--- config.mk ---
export PLATFORM = sky130hd
export DESIGN_NAME = mult_stream_ctrl
export DESIGN_NICKNAME = d
export VERILOG_FILES = /design/src/rtl/mult_stream_pkg.sv /design/src/rtl/mult_stream_fifo.sv /design/src/rtl/mult_stream_ctrl.sv
export SDC_FILE = /design/constraint.sdc
export NUM_CORES = 1
export LEC_CHECK = 0
export BUFFER_PORTS_ARGS = -buffer_cell sky130_fd_sc_hd__buf_2
export CORE_MARGIN = 5
export CORE_UTILIZATION = 49
export CTS_CLUSTER_DIAMETER = 100
export DETAILED_ROUTE_END_ITERATION = 10
export GPL_ROUTABILITY_DRIVEN = 0
export HOLD_SLACK_MARGIN = 0.02
export MAX_ROUTING_LAYER = met4
export PLACE_DENSITY = 0.82
export SLEW_MARGIN = 40
export SYNTH_ARGS = -nofsm -noshare
export SYNTH_HDL_FRONTEND = slang
export SYNTH_SLANG_ARGS = --single-unit
export TNS_END_PERCENT = 10
--- constraint.sdc ---
create_clock -name clk -period 1.9 [get_ports clk]
set_clock_uncertainty 0.15 [all_clocks]
set_input_delay 0.095 -clock clk [delete_from_list [all_inputs] [get_ports clk]]
set_output_delay 0.095 -clock clk [all_outputs]
set_load 0.05 [all_outputs]
--- src/rtl/mult_stream_pkg.sv ---
// Shared types and defaults for the streaming multiplier controller.
// Holds the FSM state encoding, WIDTH/LAT/DEPTH defaults and a width helper.
package mult_stream_pkg;

    localparam int WIDTH_DEF = 8;
    localparam int LAT_DEF   = 3;
    localparam int DEPTH_DEF = 2;

    typedef enum logic [1:0] {
        IDLE,
        ISSUE,
        WAIT,
        CAPTURE
    } state_e;

    // Bits needed to hold the values 0..n (never less than one bit).
    function automatic int clog2p1(input int n);
        return (n < 1) ? 1 : $clog2(n + 1);
    endfunction

endpackage

--- src/rtl/mult_stream_fifo.sv ---
// In-order result FIFO with simultaneous push/pop support.
// Ports: clk, rst_n, push_i/data_i (write), pop_i (read), head_o, count_o.
module mult_stream_fifo
    import mult_stream_pkg::*;
#(
    parameter int WIDTH = WIDTH_DEF,
    parameter int DEPTH = DEPTH_DEF
) (
    input  logic                        clk,
    input  logic                        rst_n,
    input  logic                        push_i,
    input  logic [WIDTH-1:0]            data_i,
    input  logic                        pop_i,
    output logic [WIDTH-1:0]            head_o,
    output logic [clog2p1(DEPTH)-1:0]   count_o
);

    localparam int PW = (DEPTH > 1) ? $clog2(DEPTH) : 1;
    localparam int CW = clog2p1(DEPTH);

    logic [WIDTH-1:0] mem_q [DEPTH];
    logic [PW-1:0]    wptr_q, wptr_d;
    logic [PW-1:0]    rptr_q, rptr_d;
    logic [CW-1:0]    count_q, count_d;

    always_comb begin
        wptr_d  = wptr_q;
        rptr_d  = rptr_q;
        count_d = count_q;
        if (push_i) begin
            wptr_d = (wptr_q == PW'(DEPTH - 1)) ? '0 : wptr_q + PW'(1);
        end
        if (pop_i) begin
            rptr_d = (rptr_q == PW'(DEPTH - 1)) ? '0 : rptr_q + PW'(1);
        end
        // Push and pop together leave the occupancy unchanged.
        if (push_i && !pop_i) begin
            count_d = count_q + CW'(1);
        end else if (pop_i && !push_i) begin
            count_d = count_q - CW'(1);
        end
    end

    always_ff @(posedge clk or negedge rst_n) begin
        if (!rst_n) begin
            wptr_q  <= '0;
            rptr_q  <= '0;
            count_q <= '0;
        end else begin
            wptr_q  <= wptr_d;
            rptr_q  <= rptr_d;
            count_q <= count_d;
        end
    end

    // Storage needs no reset; only the pointers define validity.
    always_ff @(posedge clk) begin
        if (push_i) begin
            mem_q[wptr_q] <= data_i;
        end
    end

    assign head_o  = mem_q[rptr_q];
    assign count_o = count_q;

endmodule

--- src/rtl/mult_stream_ctrl.sv ---
// Streaming controller for an external fixed-latency multiplier with result FIFO.
// Ports: clk/rst_n, in_* (operand handshake), mult_* (multiplier side),
// out_* (result handshake), busy. Optional op_count[15:0] when
// MULT_STREAM_CTRL_PERF_CNT_EN is defined.
module mult_stream_ctrl
    import mult_stream_pkg::*;
#(
    parameter int WIDTH = WIDTH_DEF,
    parameter int LAT   = LAT_DEF,
    parameter int DEPTH = DEPTH_DEF
) (
    input  logic             clk,
    input  logic             rst_n,
    input  logic             in_valid,
    output logic             in_ready,
    input  logic [WIDTH-1:0] in_a,
    input  logic [WIDTH-1:0] in_b,
    output logic [WIDTH-1:0] mult_a,
    output logic [WIDTH-1:0] mult_b,
    output logic             mult_en,
    input  logic [WIDTH-1:0] mult_out,
    output logic             out_valid,
    input  logic             out_ready,
    output logic [WIDTH-1:0] out_data,
    output logic             busy
`ifdef MULT_STREAM_CTRL_PERF_CNT_EN
    ,
    output logic [15:0]      op_count
`endif
);

    localparam int CNT_W = clog2p1(LAT);
    localparam int CW    = clog2p1(DEPTH);

    state_e           state_q;
    logic [CNT_W-1:0] cnt_q;
    logic [WIDTH-1:0] mult_a_q;
    logic [WIDTH-1:0] mult_b_q;
    logic             mult_en_q;
    logic             busy_q;

    logic             push;
    logic             pop;
    logic [CW-1:0]    fifo_cnt;
    logic [WIDTH-1:0] fifo_head;

    // Only issue when a slot is free: nothing else pushes while in flight,
    // so the CAPTURE push can never overflow.
    assign in_ready  = (state_q == IDLE) && (fifo_cnt < CW'(DEPTH));
    assign push      = (state_q == CAPTURE);
    assign out_valid = (fifo_cnt != '0);
    assign pop       = out_valid && out_ready;

    always_ff @(posedge clk or negedge rst_n) begin
        if (!rst_n) begin
            state_q   <= IDLE;
            cnt_q     <= '0;
            mult_a_q  <= '0;
            mult_b_q  <= '0;
            mult_en_q <= 1'b0;
            busy_q    <= 1'b0;
        end else begin
            unique case (state_q)
                IDLE: begin
                    if (in_valid && in_ready) begin
                        mult_a_q  <= in_a;
                        mult_b_q  <= in_b;
                        mult_en_q <= 1'b1;
                        busy_q    <= 1'b1;
                        state_q   <= ISSUE;
                    end
                end
                ISSUE: begin
                    // Multiplier samples on this edge; LAT-1 more edges follow.
                    mult_en_q <= 1'b0;
                    cnt_q     <= CNT_W'(LAT - 1);
                    state_q   <= (LAT <= 1) ? CAPTURE : WAIT;
                end
                WAIT: begin
                    // Leave as the count reaches zero so CAPTURE lines up
                    // with the cycle mult_out becomes valid.
                    if (cnt_q <= CNT_W'(1)) begin
                        cnt_q   <= '0;
                        state_q <= CAPTURE;
                    end else begin
                        cnt_q <= cnt_q - CNT_W'(1);
                    end
                end
                CAPTURE: begin
                    busy_q  <= 1'b0;
                    state_q <= IDLE;
                end
                default: begin
                    state_q <= IDLE;
                end
            endcase
        end
    end

    assign mult_a  = mult_a_q;
    assign mult_b  = mult_b_q;
    assign mult_en = mult_en_q;
    assign busy    = busy_q;

    mult_stream_fifo #(
        .WIDTH (WIDTH),
        .DEPTH (DEPTH)
    ) u_fifo (
        .clk     (clk),
        .rst_n   (rst_n),
        .push_i  (push),
        .data_i  (mult_out),
        .pop_i   (pop),
        .head_o  (fifo_head),
        .count_o (fifo_cnt)
    );

    assign out_data = fifo_head;

`ifdef MULT_STREAM_CTRL_PERF_CNT_EN
    logic [15:0] op_count_q;

    always_ff @(posedge clk or negedge rst_n) begin
        if (!rst_n) begin
            op_count_q <= '0;
        end else if (push) begin
            op_count_q <= op_count_q + 16'd1;
        end
    end

    assign op_count = op_count_q;
`endif

endmodule

==> results.sh <==
export IMPL_via_count=1133
export IMPL_period_share_pct=95.5
export IMPL_drtIter0Drc=100
export IMPL_grt_pass1_vias=1314
export IMPL_setup_viol=0
export IMPL_clockRootBuffer="clkbuf_4"
export IMPL_min_period_ns=1.81
export IMPL_synth_edff_count=16
export IMPL_r2r_start="state_q[0]$_DFFE_PN0P_"
export IMPL_ys_ff_latch=42
export IMPL_synth_xor_xnor_area_share_pct=2.55
export IMPL_synth_top_family_by_area="multiplexers"
export IMPL_ys_seq_area_share_pct=65.7
export IMPL_ys_warn_count=0
export IMPL_relSlewSlack_pct=62.2
export IMPL_netlist_instances=104
export IMPL_nNetsFinal=226
export IMPL_postRouteWirelength_mm=3.60
export IMPL_worst_slew_pin_slew_ns=0.567
export IMPL_cp_arrival_ns=1.57
export IMPL_layout_cells_non_filler=239
export IMPL_synth_distinct_cells=23
export IMPL_dr_pass1_iters=4
export IMPL_clkSlewWorstSetupHoldPaths_ns=0.13
export IMPL_r2r_cells=5
export IMPL_status="completed"
export IMPL_drc=0
export IMPL_critPathRequiredTime_ns=1.65
export IMPL_port_buffers=55
export IMPL_p_per_area_nw_per_um2=1830
export IMPL_grt_max_degree=27
export IMPL_drv_slew=0
export IMPL_ant_nets=0
export IMPL_syn2layout_area_growth_pct=38.1
export IMPL_wl_per_cell_um=15.0
export IMPL_synth_most_common_cell="dfrtp_1"
export IMPL_maxCapViolCount=0
export IMPL_drive_gt1_share_pct=48.7
export IMPL_initial_core_util_pct=51.2
export IMPL_cts_htree_levels=2
export IMPL_grt_use_total_pct=17.1
export IMPL_yosysTopAreaCellShare_pct=37.8
export IMPL_regArea_um2=1130
export IMPL_cts_buffers=5
export IMPL_die_h_um=69.3
export IMPL_synth_mux_area_fraction_pct=18.0
export IMPL_clock_sinks=42
export IMPL_fillCellCount=244
export IMPL_synth_fa_ha_area_share_pct=4.36
export IMPL_critPathCaptureType="output pin"
export IMPL_core_area_um2=3360
export IMPL_synthSimpleGateAreaFrac_pct=4.15
export IMPL_synth_commonest_cells="26 x dfrtp_1, 16 x edfxtp_1, 16 x mux2_2"
export IMPL_hold_viol=0
export IMPL_rsz0062_at_grt="no"
export IMPL_synth_compound_area_share_pct=2.69
export IMPL_synth_nets=138
export IMPL_synth_flop_cell="dfrtp_1"
export IMPL_r2r_setup_slack_ns=0.19
export IMPL_hpwl_mm=2.43
export IMPL_viasPerCell=4.74
export IMPL_crit_type="reg2out"
export IMPL_grt_pass1_wl_mm=6.20
export IMPL_cts_tree="built"
export IMPL_grt_ovfl_total=0
export IMPL_synthTopCellsByArea="dfrtp_1 38%, edfxtp_1 28%, mux2_2 10%"
export IMPL_cp_start_kind="flip-flop"
export IMPL_synth_top_cell_by_area="dfrtp_1"
export IMPL_dp_cells=204
export IMPL_antenna_cells=0
export IMPL_multiInputGateArea_um2=549
export IMPL_max_freq_mhz=551
export IMPL_p_leak_nw=1.12
export IMPL_die_area_um2=4800
export IMPL_clock_path_buffers=2
export IMPL_row_count=21
export IMPL_syn_area_um2=1720
export IMPL_synth_async_reset_ratio_pct=61.9
export IMPL_worstHoldPathType="in2async"
export IMPL_clk_latency_ns=0.35
export IMPL_worst_path_max_fanout=9
export IMPL_boundaryPins=56
export IMPL_worst_r2r_endpoint="mult_a[6]$_DFFE_PN0P_"
export IMPL_setup_tns_final_ns=0
export IMPL_antenna_found_initial=0
export IMPL_die_w_um=69.3
export IMPL_syn_avg_cell_area_um2=16.5
export IMPL_vdd_drop_max_mv=1.11
timing repair:
item / 4_1_cts / 5_1_grt
endpoints found under the hold margin: 60 / 0
resized for setup: 0 / 0
setup buffers: 0 / 0
hold buffers: 27 / 0
where the power goes:
group	total (mW)	switching (mW)	internal, mW
combinational	2.34	1.56	0.780
clock	0.448	0.297	0.151
sequential	1.56	0.240	1.32
cell type report:
type | count | share of cell area (%)
Clock buffer | 5 | 1.58
Clock inverter | 3 | 1.05
Inverter | 6 | 0.948
Multi-Input combinational cell | 54 | 23.1
Sequential cell | 42 | 47.6
Tap cell | 46 | 2.42
Timing Repair Buffer | 83 | 23.3
worst max-delay path: stages, from the launching register on:
cell	delay [ns]
dfrtp_1	0.61
mux2_2	0.39
buf_2	0.21
worst max-delay path by stage:
stage,from,slack [ns],to
5_1_grt,u_fifo.rptr_q$_DFFE_PN0P_,0.005,out_data[3]
4_1_cts,u_fifo.rptr_q$_DFFE_PN0P_,0.07,out_data[2]
2_1_floorplan,state_q[0]$_DFFE_PN0P_,0.01,mult_a[0]$_DFFE_PN0P_
3_5_place_dp,state_q[0]$_DFFE_PN0P_,0.21,mult_a[3]$_DFFE_PN0P_
3_3_place_gp,u_fifo.count_o[1]$_DFFE_PN0P_,0.26,u_fifo.count_o[1]$_DFFE_PN0P_
6_report,u_fifo.rptr_q$_DFFE_PN0P_,0.09,out_data[3]
stage by stage:
step	cell area [µm²]	hold WS, ns	setup WS [ns]	power, mW	util (%)
after floorplan	1720	-0.351	0.0107	3.36	-
after global placement	2040	-0.0488	0.256	3.79	60.8
after detailed placement	2040	-0.0278	0.209	3.88	60.8
after CTS	2380	0.0996	0.0669	4.38	70.6
after global routing	2380	0.135	0.00485	4.61	70.6
final	2380	0.106	0.0859	4.35	70.6
state kept, by name (all words and copies together) (netlist names):
| name | cells |
|---|---|
| mult_en | 1 |
| mult_b | 8 |
| u_fifo.mem_q | 16 |
| state_q | 2 |
| cnt_q | 2 |
| u_fifo.count_o | 2 |
| u_fifo.rptr_q | 1 |
| mult_a | 8 |
| busy | 1 |
| u_fifo.wptr_q | 1 |
kinds of logic after synthesis:
group | Yosys count
DFF | 42
adders and majority gates | 6
and+or+nand+nor | 11
xor gates and xnor gates | 5
AOI/OAI and AO/OA | 7
buffers and inverters | 8
muxes | 25
layer usage:
metal  up-vias  GRT usage (%)  wire length, µm
li1        544              -                -
met1       535           17.6             1370
met2        44           30.3             1920
met3        10           5.22              233
met4         0           6.51               79
met5         -              -                0
layout by cell type, fill, tap and decap left out, drive strengths merged:
cell,netlist,routed
nor2,2,2
clkinvlp,0,1
a2bb2oi,1,1
nand4,1,1
dlygate4sd3,0,27
or2,1,1
ha,6,6
a22oi,3,3
clkinv,0,1
mux2,24,24
buf,2,56
and2,1,1
dfrtp,26,26
mux2i,1,1
edfxtp,16,16
clkbuf,0,5
xor2,3,3
nor2b,2,2
nand2b,1,1
xnor2,2,2
inv,6,7
nand2,3,3
o21ai,3,3
No activity file was read; power rests on OpenSTA's default activity.
